`config.mk`:
```
export PLATFORM = sky130hd
export DESIGN_NAME = periph_irq_controller
export DESIGN_NICKNAME = d
export VERILOG_FILES = /design/src/rtl/peripheral_pkg.sv /design/src/rtl/irq_prio_select.sv /design/src/rtl/periph_irq_controller.sv
export SDC_FILE = /design/constraint.sdc
export NUM_CORES = 1
export LEC_CHECK = 0
export CELL_PAD_IN_SITES_DETAIL_PLACEMENT = 1
export CELL_PAD_IN_SITES_GLOBAL_PLACEMENT = 1
export CORE_UTILIZATION = 30
export CTS_BUF_LIST = sky130_fd_sc_hd__clkbuf_2 sky130_fd_sc_hd__clkbuf_4 sky130_fd_sc_hd__clkbuf_8
export DETAILED_ROUTE_END_ITERATION = 6
export MAX_ROUTING_LAYER = met4
export PLACE_DENSITY_LB_ADDON = 0.1
export SLEW_MARGIN = 20
export SYNTH_ARGS = -nofsm -noshare
export SYNTH_HDL_FRONTEND = slang
export SYNTH_HIERARCHICAL = 1
export SYNTH_SLANG_ARGS = --single-unit
```
`constraint.sdc`:
```
create_clock -name clk_i -period 2.4 [get_ports clk_i]
set_input_delay 0.24 -clock clk_i [delete_from_list [all_inputs] [get_ports clk_i]]
set_output_delay 0.24 -clock clk_i [all_outputs]
set_load 0.03 [all_outputs]
```
`src/rtl/peripheral_pkg.sv`:
```
// ---------------------------------------------------------------------------
// peripheral_pkg
// Shared constants and types for the memory-mapped peripheral subsystem.
//   *_INT_IDX        : interrupt line index of each peripheral (wiring source
//                      of truth for irq_req_i / irq_ret_o bit positions)
//   IRQ_N_SRC        : number of interrupt sources handled by the controller
//   IRQ_CAUSE_BASE   : mcause value of source 0 (interrupt bit | 16)
//   irq_ctrl_state_t : interrupt controller FSM states
// ---------------------------------------------------------------------------
package peripheral_pkg;

  localparam int SW_INT_IDX      = 0;
  localparam int PS2_INT_IDX     = 1;
  localparam int UART_RX_INT_IDX = 2;
  localparam int TIMER_INT_IDX   = 3;

  localparam int          IRQ_N_SRC      = 16;
  localparam logic [31:0] IRQ_CAUSE_BASE = 32'h8000_0010;

  typedef enum logic [1:0] {
    IDLE    = 2'd0,
    REQ     = 2'd1,
    SERVICE = 2'd2,
    RET     = 2'd3
  } irq_ctrl_state_t;

  // Index width that stays legal for a single source.
  function automatic int irq_idx_width(input int n_src);
    return (n_src > 1) ? $clog2(n_src) : 1;
  endfunction

endpackage

```
`src/rtl/irq_prio_select.sv`:
```
// ---------------------------------------------------------------------------
// irq_prio_select
// Combinational circular find-first: starting at index `start`, returns the
// first set bit of `req`, wrapping past N_SRC-1 back to 0.
//   req   in  N_SRC : candidate vector
//   start in  IW    : first index examined (values >= N_SRC treated as 0)
//   valid out 1     : any bit of req set
//   idx   out IW    : winning index (0 when !valid)
// ---------------------------------------------------------------------------
module irq_prio_select
  import peripheral_pkg::*;
#(
  parameter int N_SRC = IRQ_N_SRC,
  parameter int IW    = irq_idx_width(N_SRC)
) (
  input  logic [N_SRC-1:0] req,
  input  logic [IW-1:0]    start,
  output logic             valid,
  output logic [IW-1:0]    idx
);

  always_comb begin
    int base;
    int cand;
    logic [IW-1:0] cand_idx;
    valid    = 1'b0;
    idx      = '0;
    cand     = 0;
    cand_idx = '0;
    base     = (int'(start) < N_SRC) ? int'(start) : 0;
    // Walk offsets from farthest to nearest so the nearest hit is the last
    // assignment and therefore wins.
    for (int off = N_SRC - 1; off >= 0; off--) begin
      cand = base + off;
      if (cand >= N_SRC) begin
        cand = cand - N_SRC;
      end
      cand_idx = IW'(cand);
      if (req[cand_idx]) begin
        valid = 1'b1;
        idx   = cand_idx;
      end
    end
  end

endmodule

```
`src/rtl/periph_irq_controller.sv`:
```
// ---------------------------------------------------------------------------
// periph_irq_controller
// Funnels up to N_SRC level-sensitive peripheral interrupt requests into the
// single machine-external interrupt of the core, presents the mcause of the
// selected source, holds it through trap entry / handler / mret, then pulses
// the per-source return line so the peripheral can drop its request.
//
// Ports:
//   clk_i          in  1      system clock
//   rst_i          in  1      asynchronous active-high reset
//   irq_req_i      in  N_SRC  level requests (bits at *_INT_IDX)
//   mie_i          in  N_SRC  per-source enables (mie[16+:N_SRC])
//   mstatus_mie_i  in  1      global interrupt enable
//   irq_ack_i      in  1      trap-taken pulse from the core
//   mret_i         in  1      mret-executed pulse from the core
//   irq_o          out 1      interrupt request to the core
//   irq_cause_o    out 32     mcause of the selected source, 0 when idle
//   irq_ret_o      out N_SRC  one-hot one-cycle return pulse after mret
//   busy_o         out 1      controller not in IDLE
//
// Build option:
//   PERIPH_IRQ_ROUND_ROBIN_EN  defined   -> round-robin arbitration, search
//                                           starts after the last served source
//                              undefined -> fixed priority, lowest index wins
//
// All outputs are decoded from registered state only.
// ---------------------------------------------------------------------------
module periph_irq_controller
  import peripheral_pkg::*;
#(
  parameter int N_SRC = IRQ_N_SRC
) (
  input  logic              clk_i,
  input  logic              rst_i,
  input  logic [N_SRC-1:0]  irq_req_i,
  input  logic [N_SRC-1:0]  mie_i,
  input  logic              mstatus_mie_i,
  input  logic              irq_ack_i,
  input  logic              mret_i,
  output logic              irq_o,
  output logic [31:0]       irq_cause_o,
  output logic [N_SRC-1:0]  irq_ret_o,
  output logic              busy_o
);

  localparam int IW = irq_idx_width(N_SRC);

  irq_ctrl_state_t  state_reg;
  irq_ctrl_state_t  state_next;
  logic [IW-1:0]    idx_reg;
  logic [N_SRC-1:0] q;
  logic             sel_valid;
  logic [IW-1:0]    sel_idx;
  logic [IW-1:0]    sel_start;

  assign q = irq_req_i & mie_i & {N_SRC{mstatus_mie_i}};

`ifdef PERIPH_IRQ_ROUND_ROBIN_EN
  logic [IW-1:0] ptr_reg;

  // Pointer moves to the source after the one being retired, on RET entry.
  always_ff @(posedge clk_i or posedge rst_i) begin
    if (rst_i) begin
      ptr_reg <= '0;
    end else if (state_reg == SERVICE && mret_i) begin
      if (int'(idx_reg) >= N_SRC - 1) begin
        ptr_reg <= '0;
      end else begin
        ptr_reg <= idx_reg + IW'(1);
      end
    end
  end

  assign sel_start = ptr_reg;
`else
  assign sel_start = '0;
`endif

  irq_prio_select #(
    .N_SRC (N_SRC),
    .IW    (IW)
  ) u_sel (
    .req   (q),
    .start (sel_start),
    .valid (sel_valid),
    .idx   (sel_idx)
  );

  // State register: the winner is latched only while arbitrating in IDLE,
  // so the cause stays stable through REQ, SERVICE and RET.
  always_ff @(posedge clk_i or posedge rst_i) begin
    if (rst_i) begin
      state_reg <= IDLE;
      idx_reg   <= '0;
    end else begin
      state_reg <= state_next;
      if (state_reg == IDLE && sel_valid) begin
        idx_reg <= sel_idx;
      end
    end
  end

  // Next-state logic. In REQ an ack takes precedence over withdrawal.
  always_comb begin
    state_next = state_reg;
    case (state_reg)
      IDLE: begin
        if (sel_valid) begin
          state_next = REQ;
        end
      end
      REQ: begin
        if (irq_ack_i) begin
          state_next = SERVICE;
        end else if (!q[idx_reg]) begin
          state_next = IDLE;
        end
      end
      SERVICE: begin
        if (mret_i) begin
          state_next = RET;
        end
      end
      RET: begin
        state_next = IDLE;
      end
      default: begin
        state_next = IDLE;
      end
    endcase
  end

  // Output decode from registered state.
  always_comb begin
    irq_o       = (state_reg == REQ);
    busy_o      = (state_reg != IDLE);
    irq_cause_o = '0;
    if (state_reg != IDLE) begin
      irq_cause_o = IRQ_CAUSE_BASE + 32'(idx_reg);
    end
  end

  for (genvar gi = 0; gi < N_SRC; gi++) begin : g_ret
    assign irq_ret_o[gi] = (state_reg == RET) && (idx_reg == IW'(gi));
  end

endmodule

```
==> Flow_metrics.wiki <==
{| class="wikitable"
! Metric !! Value
|-
| Remaining number of nets flagged by the antenna check after routing || 0
|-
| Violations in the final reports || setup timing
|-
| Flip-flop and latch count after synthesis || 6
|-
| Synth Warn # || 6
|-
| Number of buffers added by the clock tree synthesis step || 3
|-
| MaxCap Viol Count || 0
|-
| Largest net degree at the start of global routing || 28
|-
| Top Ports || just under 90
|-
| Number of cell rows || 37
|-
| DRC viols || 0
|-
| Transition at the pin with the smallest max-transition slack || 0.540 ns
|-
| Mean area per synthesized cell || 8.64 um2
|-
| Cells after synthesis || 368
|-
| Ratio of final minimum period to clock period || 1.10
|-
| Final critical path time including I/O delays and setup || roughly 2.6 ns
|-
| CTS tree || built
|-
| Total power divided by cell area || 508 nW/um2
|-
| Non-Filler Cell Area, Final || 4850 um2
|-
| Cell class contributing the biggest share of worst-path delay || multiplexers
|-
| Crit path buf inv count || 2
|-
| Largest fanout on the critical path || 2
|-
| Proportion of layout cells with a drive suffix above 1 || 0.427
|-
| DPL Wire Length || between 9 and 10 mm
|-
| Type of element launching the critical path || input pin
|-
| Placer's final routability congestion estimate || 0.925
|-
| Total number of vias || ~3500
|-
| Clock Path Buffers || 2
|-
| Setup repair after global routing missed its margin || yes
|-
| Switching power total || 1.23 mW
|-
| First-pass GRT wire length || roughly 20 mm
|-
| Worst setup skew after layout || 0.00242 ns
|-
| Max-slew violations || 0
|-
| Area overhead of the layout relative to synthesis || 52.6%
|-
| Worst Setup Slack, final || -0.248 ns
|-
| Final global-route overflow total || 0
|-
| Class of the worst hold path || in -> async
|-
| H-Tree Depth || 1
|-
| Cell area after synthesis || 3180 um2
|-
| Clock-pin slew on the worst setup and hold paths || 0.04 ns
|-
| Clock insertion delay at the later pin of the skew report || 0.23 ns
|-
| Comb power frac || 0.828
|-
| Dpl cell area || between 4000 and 5000 um2
|-
| Horizontal extent of the die || 105 um
|-
| Max rail drop VDD || 0.333 mV
|-
| Nets@finish || 561
|-
| Status || complete, but fails checks
|-
| Number of enable flip-flop cells after synthesis || 0
|-
| Fill cell total of the finished layout || 1231
|-
| Worst-path cell with the longest stage delay || sky130_fd_sc_hd__mux4_2
|-
| Fraction of the yosys area taken by sequential cells || 0.0472
|-
| Highest attainable clock frequency || 378 MHz
|-
| Post-Route Utilization || 0.470
|-
| DIE AREA || 11000 um2
|-
| Antenna violations before repair || 0
|-
| Max transition margin || 0.640
|-
| Number of distinct standard cells referenced by the synthesized netlist || just over 70
|-
| Type of the worst setup path || in -> reg
|-
| Root cell of the clock tree || sky130_fd_sc_hd__clkbuf_8
|-
| Data arrival time of the critical path || 2.75 ns
|-
| Final setup fails || 5
|-
| Hold Violations, Final || 0
|-
| Via count of the first global-routing pass || between 3000 and 4000
|-
| Share of async-settable or async-resettable flops after synthesis || 1.00
|-
| Crit. End Element || flip-flop
|-
| # port buffers || 60
|-
| Via-to-Cell Ratio || 5.40
|-
| Leakage component of the power || 2.01 nW
|-
| Critical path, cell by cell || dlygate4sd2_1 > and3_4 > mux4_2 > mux2i_2 > mux2_4 > nor2b_4 > nand2_2 > buf_4 > a2111oi_4 > o31ai_4 > mux2_4
|-
| Drt first-iter violations || 112
|-
| Fraction of power consumed by the clock network || 0.062
|-
| Required time of the critical path || 2.51 ns
|-
| Routed wire length || 12.7 mm
|-
| Tot GR Track Use || 0.233
|-
| Placeable Area || 10300 um2
|-
| Cell internal pwr || 1.23 mW
|-
| Sequential power share || 0.110
|-
| Sinks on Clock Net || 6
|-
| Ant. Diodes || 0
|-
| Dominant cell type by count on the critical path || sky130_fd_sc_hd__mux2_4
|-
| Main synth FF type || sky130_fd_sc_hd__dfrtp_1
|-
| Critical Path Max Stage Delay || 0.50 ns
|-
| Starting density of the core || 0.308
|-
| Wire length per cell || 19.4 um
|-
| Share of total power consumed by net switching || 0.499
|-
| Iteration count of the initial detailed-routing pass || 4
|-
| Number of hold buffers added after cts || 0
|-
| Height of the die || 105 um
|}
==> kinds of logic (layout without fill, tap and decap cells) <==
kind of cell,count (synthesis),in the layout,share of synthesized area
buf+inv,63,175,0.122
flops,6,6,0.0472
compound gates,80,80,0.175
xor+xnor,11,11,0.0409
simple gates,120,120,0.187
fa+ha+maj,7,7,0.0275
other cells,1,36,0.00118
mux,80,80,0.399
==> final cells by class <==
type,count,area [um2],share of cell area
Tap cell,136,170,0.0351
Timing Repair Buffer,157,1330,0.274
Sequential cell,6,150,0.0309
Clock buffer,3,41.3,0.00851
Inverter,15,57.6,0.0119
Multi-Input combinational cell,334,3110,0.640
==> repair_timing <==
item	CTS	global route
pin swaps	24	18
endpoints found under the setup margin	5	5
setup buffers	17	4
resized for setup	94	28
endpoints found under the hold margin	0	0
==> power by group through the flow <==
stage	Combinational [mW]	Clock, mW	Sequential (mW)
2_1_floorplan	1.25	0	0.192
3_3_place_gp	1.71	0	0.271
3_5_place_dp	1.71	0	0.268
4_1_cts	1.90	0.157	0.268
5_1_grt	2.17	0.164	0.281
6_report	2.04	0.154	0.270
==> cells in the mapped netlist (all sizes together) (2+ instances only) <==
cell type  instances  area share
o31a               2      0.0055
xnor2              8       0.033
nand2             26       0.031
o221ai             2      0.0075
clkinv             2      0.0028
and2               5      0.0098
nor2              35       0.043
nand3              5      0.0079
clkbuf             7      0.0087
and3              19       0.038
a31o               2      0.0055
nor4               2      0.0039
nor2b              3      0.0067
a22oi              2      0.0047
mux4              30        0.22
a31oi              5      0.0098
ha                 7       0.028
o211ai             7       0.017
o31ai              3      0.0071
inv               13       0.015
xor2               3      0.0083
o311ai             3      0.0083
a211oi             3       0.010
o21a               4      0.0094
nand2b             6       0.012
mux2              20       0.072
buf               41       0.096
or2                2      0.0039
o21ai             23       0.036
or3                2      0.0039
nor3               8       0.013
mux2i             30        0.10
a21oi             12       0.019
nand4              6       0.012
dfrtp              6       0.047
==> metal layers <==
layer	track usage	part of all wire	routed length, um
met5	-	0	0
met2	0.399	0.49	6210
met4	0.0493	0.019	242
met1	0.300	0.45	5640
met3	0.0193	0.045	564
==> metrics by stage <==
| stage | worst slack, ns | hold slack, ns | cells | setup TNS [ns] | total power [mW] |
|---|---|---|---|---|---|
| 2_1_floorplan | -0.250 | 0.0310 | 403 | -0.666 | 1.44 |
| 3_3_place_gp | -1.12 | 0.477 | 627 | -5.40 | 1.98 |
| 3_5_place_dp | -1.17 | 0.483 | 627 | -5.61 | 1.98 |
| 4_1_cts | -0.244 | 0.242 | 647 | -1.03 | 2.32 |
| 5_1_grt | -0.294 | 0.252 | 651 | -1.32 | 2.62 |
| 6_report | -0.248 | 0.237 | 651 | -0.930 | 2.47 |
==> final timing paths <==
check / startpoint / end / slack, ns / cells after the start
setup / recovery: mie_i[9] / idx_reg[2] / -0.25 / 11
hold / removal: rst_i / idx_reg[1] / 0.24 / 2
setup reg to reg: idx_reg[0] / state_reg[0] / 0.78 / 4
hold reg to reg: state_reg[0] / state_reg[0] / 0.62 / 1
max in group asynchronous: rst_i / idx_reg[0] / 1.97 / 2
min in group clk_i: irq_ack_i / flip-flop / 0.61 / 3
==> cell usage in the layout, fill, tap and decap left out, drive strengths merged, types with 4 or more instances in the layout <==
cell type,instances
a21oi,12
a31oi,5
and2,5
and3,19
buf,104
clkdlybuf4s50,42
conb,36
dfrtp,6
dlygate4sd2,8
ha,7
inv,13
mux2,20
mux2i,30
mux4,30
nand2,26
nand2b,6
nand3,5
nand4,6
nor2,35
nor3,8
o211ai,7
o21a,4
o21ai,23
xnor2,8
No activity file was read; power rests on OpenSTA's default activity.
